File: src/rtl/bka_wb_seq.sv
// Wishbone-slave multi-word adder: sequences WORDS 16-bit chunks through one bka16, LSB first.
// Optional macro BKA_SEQ_IRQ_EN adds CTRL.IEN and a level done interrupt on irq_o.
module bka16 (
    input  logic [15:0] a_i,
    input  logic [15:0] b_i,
    input  logic        cin_i,
    output logic [15:0] sum_o,
    output logic        cout_o
);
    logic [15:0]      p0;
    logic [7:0][15:0] gl, pl;
    logic             unused_p;

    assign p0    = a_i ^ b_i;
    assign pl[0] = p0;
    assign gl[0] = (a_i & b_i) | {15'b0, p0[0] & cin_i};

    // Levels 0-3: up-sweep tree; levels 4-6: down-sweep fill-in of the remaining prefixes.
    for (genvar lv = 0; lv < 7; lv++) begin : g_lvl
        for (genvar i = 0; i < 16; i++) begin : g_bit
            localparam int D = (lv < 4) ? (1 << lv) : (1 << (6 - lv));
            localparam bit COMB = (lv < 4) ? (((i + 1) % (2 * D)) == 0)
                                           : ((((i + 1) % (2 * D)) == D) && (i + 1 > 2 * D));
            if (COMB) begin : g_op
                assign gl[lv+1][i] = gl[lv][i] | (pl[lv][i] & gl[lv][i-D]);
                assign pl[lv+1][i] = pl[lv][i] & pl[lv][i-D];
            end else begin : g_pass
                assign gl[lv+1][i] = gl[lv][i];
                assign pl[lv+1][i] = pl[lv][i];
            end
        end
    end

    assign unused_p = ^pl;
    assign sum_o    = p0 ^ {gl[7][14:0], cin_i};
    assign cout_o   = gl[7][15];
endmodule

module bka_wb_seq #(
    parameter int WORDS = 4
) (
    input  logic        wb_clk_i,
    input  logic        wb_rst_i,
    input  logic        wbs_stb_i,
    input  logic        wbs_cyc_i,
    input  logic        wbs_we_i,
    input  logic [3:0]  wbs_sel_i,
    input  logic [31:0] wbs_adr_i,
    input  logic [31:0] wbs_dat_i,
    output logic        wbs_ack_o,
    output logic [31:0] wbs_dat_o,
    output logic        busy_o,
    output logic        irq_o
);
    typedef enum logic [1:0] {IDLE, RUN, DONE} state_t;

    localparam logic [63:0] MASK = (WORDS >= 4) ? 64'hFFFF_FFFF_FFFF_FFFF
                                                : ((64'd1 << (WORDS * 16)) - 64'd1);
    localparam logic [1:0]  LAST = 2'(WORDS - 1);

    state_t      state_q, state_d;
    logic [1:0]  idx_q, idx_d;
    logic        carry_q, carry_d, cin_q, cin_d, done_q, done_d, cout_q, cout_d;
    logic        ack_q, ack_d, ien_q;
    logic [63:0] a_q, a_d, b_q, b_d, sum_q, sum_d;
    logic [31:0] dat_q, dat_d, rdata, wmask;
    logic [2:0]  adr;
    logic        valid, wr, busy, start;
    logic [15:0] ch_sum;
    logic        ch_cout;
    logic        unused_adr;

    assign valid      = wbs_cyc_i & wbs_stb_i;
    assign adr        = wbs_adr_i[4:2];
    assign wr         = valid & ack_q & wbs_we_i;
    assign busy       = (state_q == RUN);
    assign wmask      = {{8{wbs_sel_i[3]}}, {8{wbs_sel_i[2]}}, {8{wbs_sel_i[1]}}, {8{wbs_sel_i[0]}}};
    assign unused_adr = ^{wbs_adr_i[31:5], wbs_adr_i[1:0]};

    bka16 u_add (
        .a_i   (a_q[{idx_q, 4'b0} +: 16]),
        .b_i   (b_q[{idx_q, 4'b0} +: 16]),
        .cin_i (carry_q),
        .sum_o (ch_sum),
        .cout_o(ch_cout)
    );

`ifdef BKA_SEQ_IRQ_EN
    logic ien_d;
    always_ff @(posedge wb_clk_i or posedge wb_rst_i) begin
        if (wb_rst_i) ien_q <= 1'b0;
        else          ien_q <= ien_d;
    end
    always_comb begin
        ien_d = ien_q;
        if (wr && adr == 3'd0 && !busy) ien_d = wbs_dat_i[2];
    end
    assign irq_o = done_q & ien_q;
`else
    assign ien_q = 1'b0;
    assign irq_o = 1'b0;
`endif

    always_comb begin
        rdata = 32'b0;
        case (adr)
            3'd0: rdata = {29'b0, ien_q, cin_q, 1'b0};
            3'd1: rdata = {29'b0, cout_q, done_q, busy};
            3'd2: rdata = a_q[31:0];
            3'd3: rdata = a_q[63:32];
            3'd4: rdata = b_q[31:0];
            3'd5: rdata = b_q[63:32];
            3'd6: rdata = sum_q[31:0];
            3'd7: rdata = sum_q[63:32];
            default: rdata = 32'b0;
        endcase
    end

    always_comb begin
        state_d = state_q;
        idx_d   = idx_q;
        carry_d = carry_q;
        cin_d   = cin_q;
        done_d  = done_q;
        cout_d  = cout_q;
        a_d     = a_q;
        b_d     = b_q;
        sum_d   = sum_q;
        start   = 1'b0;
        ack_d   = valid & ~ack_q;
        dat_d   = ack_d ? rdata : dat_q;

        // Bus writes commit at the end of the ack cycle; config writes are frozen during RUN.
        if (wr) begin
            case (adr)
                3'd0: if (!busy) begin
                    cin_d = wbs_dat_i[1];
                    start = wbs_dat_i[0] && (state_q == IDLE);
                end
                3'd1: if (wbs_dat_i[1]) done_d = 1'b0;
                3'd2: if (!busy) a_d[31:0]  = (a_q[31:0]  & ~wmask) | (wbs_dat_i & wmask);
                3'd3: if (!busy) a_d[63:32] = (a_q[63:32] & ~wmask) | (wbs_dat_i & wmask);
                3'd4: if (!busy) b_d[31:0]  = (b_q[31:0]  & ~wmask) | (wbs_dat_i & wmask);
                3'd5: if (!busy) b_d[63:32] = (b_q[63:32] & ~wmask) | (wbs_dat_i & wmask);
                default: ;
            endcase
        end
        a_d = a_d & MASK;
        b_d = b_d & MASK;

        // FSM follows the bus so completion overrides a same-cycle DONE clear.
        case (state_q)
            IDLE: if (start) begin
                state_d = RUN;
                idx_d   = 2'd0;
                carry_d = wbs_dat_i[1];
                done_d  = 1'b0;
                sum_d   = 64'b0;
            end
            RUN: begin
                sum_d[{idx_q, 4'b0} +: 16] = ch_sum;
                carry_d = ch_cout;
                idx_d   = idx_q + 2'd1;
                if (idx_q == LAST) begin
                    state_d = DONE;
                    cout_d  = ch_cout;
                    done_d  = 1'b1;
                end
            end
            DONE:    state_d = IDLE;
            default: state_d = IDLE;
        endcase
    end

    always_ff @(posedge wb_clk_i or posedge wb_rst_i) begin
        if (wb_rst_i) begin
            state_q <= IDLE;
            idx_q   <= 2'd0;
            carry_q <= 1'b0;
            cin_q   <= 1'b0;
            done_q  <= 1'b0;
            cout_q  <= 1'b0;
            a_q     <= 64'b0;
            b_q     <= 64'b0;
            sum_q   <= 64'b0;
            ack_q   <= 1'b0;
            dat_q   <= 32'b0;
        end else begin
            state_q <= state_d;
            idx_q   <= idx_d;
            carry_q <= carry_d;
            cin_q   <= cin_d;
            done_q  <= done_d;
            cout_q  <= cout_d;
            a_q     <= a_d;
            b_q     <= b_d;
            sum_q   <= sum_d;
            ack_q   <= ack_d;
            dat_q   <= dat_d;
        end
    end

    assign wbs_ack_o = ack_q;
    assign wbs_dat_o = dat_q;
    assign busy_o    = busy;
endmodule

File: config.mk
export PLATFORM = sky130hd
export DESIGN_NAME = bka_wb_seq
export DESIGN_NICKNAME = d
export VERILOG_FILES = /design/src/rtl/bka_wb_seq.sv
export SDC_FILE = /design/constraint.sdc
export NUM_CORES = 1
export LEC_CHECK = 0
export BUFFER_PORTS_ARGS = -buffer_cell sky130_fd_sc_hd__buf_2
export CAP_MARGIN = 20
export CORE_ASPECT_RATIO = 0.8
export CORE_MARGIN = 2
export CORE_UTILIZATION = 44
export DETAILED_ROUTE_END_ITERATION = 12
export GPL_TIMING_DRIVEN = 0
export SLEW_MARGIN = 20
export SYNTH_ARGS = -nofsm -noshare
export SYNTH_HDL_FRONTEND = slang
export SYNTH_SLANG_ARGS = --single-unit
File: constraint.sdc
create_clock -name wb_clk_i -period 7.51 [get_ports wb_clk_i]
set_clock_uncertainty 0.15 [all_clocks]
set_input_delay 0.751 -clock wb_clk_i [delete_from_list [all_inputs] [get_ports wb_clk_i]]
set_output_delay 0.751 -clock wb_clk_i [all_outputs]
set_load 0.01 [all_outputs]
## Word-level counts from Yosys, hierarchy flattened

Cells that the tools add are included.

- Output and inout bits: 35
- Flip-flop bits (word level): 233
- Word-level logic and storage cells: 146
- Input bits: 73

- Bitwise logic cells: 84
- Equal/unequal tests: 11
- Multiplexer cells: 20
- Reduce and logical (&&, ||, !) cells: 12
- Shift operators: 4
- Add/subtract/negate cells: 2

Operator list:

| kind | count |
|---|---|
| $pmux 32 s8 | 1 |
| $and 32x32->32 | 5 |
| $or 32x32->32 | 4 |
| $pmux 64 s2 | 1 |
| $shiftx 64x7->16 | 2 |
| $bwmux 64 | 1 |
| $mux 64 | 1 |
| $shift 16x8->64 const A | 1 |
| $shiftx 16x8->64 | 1 |
| $and 1x1->1 | 42 |
| $not 32->32 | 1 |
| $xor 16x16->16 | 2 |
| $or 1x1->1 | 26 |
| $and 16x16->16 | 1 |
| $or 16x1->16 | 1 |
| $reduce_and 3->1 | 5 |
| $eq 3x3->1 const B | 4 |
| $mux 1 | 9 |
| $neg 6->8 | 1 |
| $pmux 2 s2 | 2 |
| $eq 3x2->1 const B | 2 |
| $mux 2 | 3 |
| $reduce_and 2->1 | 3 |
| $pmux 1 s2 | 2 |
| 11 further kinds | 12 |

## Depth between registers and ports, before layout

Gate-level depths: netlist (run 1).

- Depth in word-level cells: 20
- Mapped depth: 14
- Depth with buffers taken out: 12

## Hierarchy

A second synthesis (run 1) with hierarchy kept.

- Cell total of the unflattened synthesis: 887
- Area, all modules: 11649.9 um^2

By module, submodules not included:

| module | cells each | sequential area each (um^2) | instances | area each (um^2) |
|---|---|---|---|---|
| bka_wb_seq | 817 | 5830.6 | 1 | 11004.3 |
| bka16 | 70 | 0.0 | 1 | 645.6 |

## Worst setup path after synthesis (run 1)

No wires, ideal clock.

- Path kind: register to register
- From: register idx_q[1]
- To: register sum_q[25]
- Cell stages (with the launch flop): 14
- Slack: 3.751 ns
- Data required time: 7.228 ns
- Arrival: 3.477 ns
- Path buffers: 2
- Period minus slack after synthesis: 3.759 ns
- Library setup time: 0.132 ns
- Cell sequence: dfrtp_1 > buf_2 > buf_2 > mux4_2 > fa_1 > inv_1 > fa_1 > nand2b_1 > a21oi_1 > a211oi_1 > o21bai_1 > fa_1 > xnor2_1 > o21ai_0

- Word-level cells in the longest chain between the ends: 20
- Elaborated cells between the ends (all ways): 64
- Classes of those cells: 1 x add/sub; 4 x shift; 2 x mux; 57 x bitwise

RTL lines:

| item | line | source |
|---|---|---|
| from (decl) | 62 | `logic [1:0] idx_q, idx_d;` |
| from (signal assigned) | 190 | `idx_q <= idx_d;` |
| $shiftx 64x7->16 (on tied branches) | 81, 82 |  |
| $xor 16x16->16 | 14 | `assign p0 = a_i ^ b_i;` |
| $and 1x1->1 | 16 | `assign gl[0] = (a_i & b_i) \| {15'b0, p0[0] & cin_i};` |
| $or 16x1->16 | 16 |  |
| $and 1x1->1 | 25 | `assign gl[lv+1][i] = gl[lv][i] \| (pl[lv][i] & gl[lv][i-D]);` |
| $or 1x1->1 | 25 |  |
| $and 1x1->1 | 25 |  |
| $or 1x1->1 | 25 |  |
| [... 4 more ...] | -- |  |
| $and 1x1->1 | 25 |  |
| $or 1x1->1 | 25 |  |
| $and 1x1->1 | 25 |  |
| $or 1x1->1 | 25 |  |
| $xor 16x16->16 | 35 | `assign sum_o = p0 ^ {gl[7][14:0], cin_i};` |
| $shiftx 16x8->64 | 161 | `sum_d[{idx_q, 4'b0} +: 16] = ch_sum;` |
| $bwmux 64 * | 161 |  |
| $pmux 64 s2 * | 152 | `case (state_q)` |
| to (signal assigned) | 197 | `sum_q <= sum_d;` |
| to (decl) | 65 | `logic [63:0] a_q, a_d, b_q, b_d, sum_q, sum_d;` |

Every way passes the cells marked *; elsewhere a longest branch is shown, timed or not.
A chain may end at the register's enable or synchronous reset.

## Worst setup path in the final report (run 1)

Same ends and word-level chain as after synthesis.

==> impl_metrics.tcl, run 1 <==
set metrics [dict create \
    worstPathRequired_ns 7.75 \
    grt_antenna_before_repair 0 \
    die_area_um2 27900 \
    p_leak_nw 6.53 \
    setup.worst_path.end_class "register" \
    reg2reg_slack_ns 2.83 \
    synth_nets 968 \
    finalNetCount 1074 \
    tightest_slew_ns 0.972 \
    grt_max_degree 105 \
    num_antenna_cells 0 \
    numPortBuffers 77 \
    ant_nets 0 \
    syn2layout_area_growth_pct 14.7 \
    crit_path_start "idx_q[1]" \
    path_delay_family "buffers and inverters" \
    hp-class "input pin to asynchronous set/reset pin" \
    yosysUniqueCellTypes 56 \
    crit_path_max_fanout 10 \
    max_freq_mhz 214 \
    power_density_nw_per_um2 254 \
    synth_edf_count 0 \
    netlist_area_um2 11700 \
    path_cells "buf_2, clkbuf_1, mux4_2, fa_1, inv_1, fa_1, nand2b_1, a21oi_1, a211oi_1, o21bai_1, fa_1, xnor2_1, o21ai_0" \
    fin_area_um2 13400 \
    initial_utilization 0.447 \
    vias 8246 \
    clockBufferDepth 3 \
    fp.dieW_um 186 \
    maxSlewViolCount 0 \
    grt-ovfl-total 0 \
    fin_crit_sh 0.623 \
    max_stage_delay_ns 0.74 \
    clock-root-buffer "clkbuf_16" \
    critPathSlowestCell "clkbuf_1" \
    yosys_most_used_dff "dfrtp_1" \
    crit_end "sum_q[25]" \
    cts_tree "yes" \
    grt_usage 0.257 \
    dpl_cell_area_um2 12600 \
    dr.pass1.iters 5 \
    worstPathArrival_ns 4.92 \
    path_class "register to register" \
    fin_crit_ns 4.68 \
    drc 0 \
    worstRegToRegCells 13 \
    setup_tns_ns 0 \
    setup.worst_path.start_class "register" \
    synth-async-reset-ratio 1.00 \
    ys_seq_area_frac 0.498 \
    clk_latency_ns 0.53 \
    syn_avg_cell_area_um2 13.5 \
    ir_worst_vdd_mv 0.170 \
    core_um2 26200 \
    drive_above_1_share 0.345 \
    power_w 0.00342 \
    num_rows 53 \
    critPathBufInv 3 \
    r2r_start "idx_q[1]" \
    finalWeightedCongestion 0.855 \
    ctsResizeCount 0 \
    cts_sinks 233 \
    worst_slack_ns 2.83 \
    timing.rr.end "sum_q[25]" \
    hold_viol 0 \
    grt_pass1_wl_mm 53.1 \
    wirelength_mm 35.4 \
    pre_cts_ws_ns 2.89 \
    path_depth 13 \
    routedWlPerCell_um 26.2 \
    run_status "completed" \
    cts_buffers 25 \
    rsz0062_at_grt "false" \
    clk_pin_slew_ns 0.07 \
    drtIter0Drc 860 \
    postCtsSetupRepairBufs 0 \
    fillers 2302 \
    setup_viol 0 \
    h-tree-depth 1 \
    ios 108 \
    grt_pass1_vias 8076 \
    synth-warning-count 0 \
    cp_common_cell "fa_1" \
    timing.slew.headroom 0.352 \
    hpwl_mm 24.4 \
    maxCapViolCount 0 \
    die_height_um 150 \
    viasPerCell 6.11 \
    cts_hold_buf 0 \
    synthCells 868 \
    ys_ff_latch 233 \
]
-- worst min-delay path by stage --
stage,startpoint,end,slack [ns],cells past startpoint
finish,wb_rst_i,asynchronous set/reset pin,0.07,2
detailed placement,wbs_dat_o[21],wbs_dat_o[21],0.31,1
CTS,wb_rst_i,wbs_dat_o[1],0.07,2
global route,wb_rst_i,asynchronous set/reset pin,0.09,2
global placement,wbs_dat_o[28],wbs_dat_o[28],0.31,1
floorplan,sum_q[33],sum_q[33],0.29,2
-- routing by layer --
metal / up-vias / wire [um] / global-route usage
li1: 3511 / - / -
met1: 4269 / 16600 / 0.389
met2: 413 / 14900 / 0.375
met3: 53 / 3070 / 0.0525
met4: 0 / 845 / 0.0652
met5: - / 0 / 0
-- layout make-up --
cell class	instances	area (um^2)	area share
sequential	233	5830	0.434
multi-input combinational	568	5510	0.410
clock buffer	34	709	0.0528
tap	357	447	0.0332
timing repair buffer	79	440	0.0328
buffer	49	303	0.0225
clock inverter	11	118	0.00875
inverter	18	77.6	0.00577
-- cells by family (layout without fill, tap and decap cells) --
kind of cell	after synthesis	after routing	synth area share
compound gates	251	251	0.148
xor+xnor	7	7	0.00523
fa+ha+maj	27	27	0.0346
buf+inv	67	191	0.0318
flops	233	233	0.498
mux	166	166	0.215
other cells	1	1	0.000320
simple gates	116	116	0.0668
-- cell usage in the layout (no fill, tap or decap), types with 7 or more instances in the layout --
cell       count
ha_1          18
mux4_2        34
o21ai_1        7
clkbuf_1      20
inv_1         15
a21oi_1       12
fa_1           9
clkbuf_16     25
o21ai_0       47
nand3_4       10
buf_2         90
mux2_4        72
a21o_1        31
mux2_1         7
mux2_2        51
nor2_1        10
dfrtp_1      233
a22oi_1       88
a22o_1        20
nand2_1       59
buf_4         15
a31oi_1       30
-- Yosys cell counts (all sizes together) (3+ instances only) --
master,n,area [um^2]
nand2,59,221
xnor2,4,35.0
dfrtp,233,5830
a22oi,88,661
fa,9,180
inv,18,70.1
and3,4,30.0
nand2b,4,40.0
nand3,19,250
clkbuf,16,60.1
o21ai,54,270
nor2,15,111
mux4,34,766
a21o,31,233
mux2,130,1730
a22o,20,175
a211oi,3,22.5
a31oi,30,188
buf,33,243
xor2,3,26.3
ha,18,225
a21oi,15,109
nand4,3,33.8
-- through the flow --
stage | std cells | hold slack (ns) | utilization
floorplan | 868 | 0.295 | -
global placement | 1302 | 0.306 | 0.479
detailed placement | 1304 | 0.311 | 0.481
CTS | 1349 | 0.0744 | 0.513
global route | 1349 | 0.0906 | 0.513
finish | 1349 | 0.0695 | 0.513
-- report_power, final --
| group | internal [W] | total, W | switching, W |
|---|---|---|---|
| clock network | 0.000732 | 0.00125 | 0.000522 |
| logic | 0.000266 | 0.000663 | 0.000396 |
| registers | 0.00140 | 0.00150 | 0.0000974 |
| total | 0.00240 | 0.00342 | 0.00102 |
(Power assumes the default switching activity.)
==> inputs of run 2 (changes only) <==
Clock period 7.51 ns to 4.2 ns, I/O delays scaled along.
==> impl_metrics.tcl, run 2 (same netlist as run 1, synthesis figures left out) <==
set metrics [dict create \
    numPortBuffers 77 \
    finalWeightedCongestion 0.868 \
    grt_pass1_vias 8344 \
    grt-ovfl-total 0 \
    ant_nets 0 \
    drive_above_1_share 0.360 \
    initial_utilization 0.447 \
    routedWlPerCell_um 26.4 \
    hold_viol 0 \
    tightest_slew_ns 0.956 \
    grt_antenna_before_repair 0 \
    vias 8367 \
    rsz0062_at_grt "false" \
    fin_cells 1355 \
    drtIter0Drc 799 \
    h-tree-depth 1 \
    grt_max_degree 34 \
    cts_tree "yes" \
    cts_sinks 233 \
    clock-root-buffer "clkbuf_16" \
    syn2layout_area_growth_pct 16.7 \
    setup.worst_path.end_class "register" \
    path_cells "buf_8, buf_6, mux4_2, fa_1, inv_1, fa_2, nand2b_1, a21oi_2, o21a_2, nor2_1, inv_1, fa_1, xnor2_2, o21ai_0" \
    dpl_cell_area_um2 12700 \
    timing.slew.headroom 0.363 \
    critPathSlowestCell "dfrtp_1" \
    fin_crit_sh 0.956 \
    viasPerCell 6.17 \
    wirelength_mm 35.8 \
    hpwl_mm 24.9 \
    fillers 2266 \
    die_area_um2 27900 \
    grt_usage 0.261 \
    num_rows 53 \
    hp-class "input pin to register" \
    p_leak_nw 6.62 \
    grt_pass1_wl_mm 54.0 \
    maxCapViolCount 0 \
    setup.worst_path.start_class "register" \
    clk_latency_ns 0.53 \
    placedCellCount 1310 \
    fin_area_um2 13700 \
    path_class "register to register" \
    dr.pass1.iters 5 \
    crit_path_max_fanout 10 \
    setup_viol 0 \
    drc 0 \
    core_um2 26200 \
    die_height_um 150 \
    fp.dieW_um 186 \
    cts_buffers 24 \
    power_w 0.00616 \
    power_density_nw_per_um2 451 \
    run_status "completed" \
    setup_tns_ns 0 \
    clk_pin_slew_ns 0.06 \
    final_common_cell "dfrtp_1" \
    clockBufferDepth 3 \
    final_cell_mix "dfrtp_1, a22oi_1, buf_2, mux2_4, nand2_1" \
    worstPathArrival_ns 4.26 \
    ir_worst_vdd_mv 0.318 \
    num_antenna_cells 0 \
    ios 108 \
    worstPathRequired_ns 4.44 \
    max_stage_delay_ns 0.48 \
    maxSlewViolCount 0 \
    max_freq_mhz 249 \
    finalNetCount 1084 \
    fin_crit_ns 4.02 \
]
-- run 2: cell count changes in the layout (fill, tap and decap cells not counted), sizes merged --
cell	previous run	this run
buf	112	120
clkbuf	50	47
dlygate4sd3	0	3
inv	20	17
clkinvlp	2	3
-- run 2: where the power goes --
group          leakage (nW)  internal [W]  switching [W]
registers              3.11       0.00251       0.000179
clock network         0.391       0.00127       0.000930
logic                  3.12      0.000543       0.000731
-- run 2: stage by stage --
stage	utilization	worst slack (ns)	hold slack [ns]
after detailed placement	0.486	-0.446	0.310
after global routing	0.522	0.00551	0.0137
final	0.522	0.183	0.00764
after CTS	0.519	0.00814	0.000312
after floorplan	-	0.441	0.295
after global placement	0.479	-0.935	0.305
-- run 2: routing by layer --
metal  track usage  part of all wire
met1         0.389              0.45
met2         0.383              0.43
met3        0.0645             0.097
met4        0.0592             0.022
met5             0                 0
-- run 2: path summary, 6_finish.rpt --
path / from / to / slack [ns] / cells after the start
setup / recovery: idx_q[0] / sum_q[29] / 0.18 / 14
hold / removal: wbs_dat_i[5] / register / 0.008 / 2
setup reg to reg: idx_q[0] / sum_q[29] / 0.18 / 14
hold reg to reg: wbs_dat_o[24] / wbs_dat_o[24] / 0.32 / 1
max in group asynchronous: wb_rst_i / wbs_dat_o[24] / 2.60 / 6
min in group asynchronous: wb_rst_i / wbs_dat_o[2] / 0.32 / 3
-- run 2: layout make-up --
cell class | count | area [um^2] | area share
plain buffers | 49 | 343 | 0.0251
clock buffers | 31 | 687 | 0.0503
clock inverters | 9 | 111 | 0.00815
inverters | 18 | 73.8 | 0.00540
multi-input cells | 568 | 5570 | 0.407
flip-flops and latches | 233 | 5830 | 0.427
well taps | 357 | 447 | 0.0327
repair buffers | 90 | 606 | 0.0443
-- run 2: what timing repair did --
item                                    4_1_cts  5_1_grt
endpoints found under the setup margin       35       28
hold buffers                                  3        0
pin swaps                                     0        2
buffers inserted                              0        2
endpoints found under the hold margin        16        0
gates resized for setup                      11       15
-- run 2: critical path, delay by kind of cell (launching register included) --
kind / cells / cell delay (ns)
flip-flops: 1 / 0.48
XOR/XNOR: 1 / 0.28
multiplexers: 1 / 0.36
AO/OA/AOI/OAI: 3 / 0.53
AND/OR/NAND/NOR: 2 / 0.31
adder cells (fa/ha/maj): 3 / 1.11
buffers and inverters: 4 / 0.66
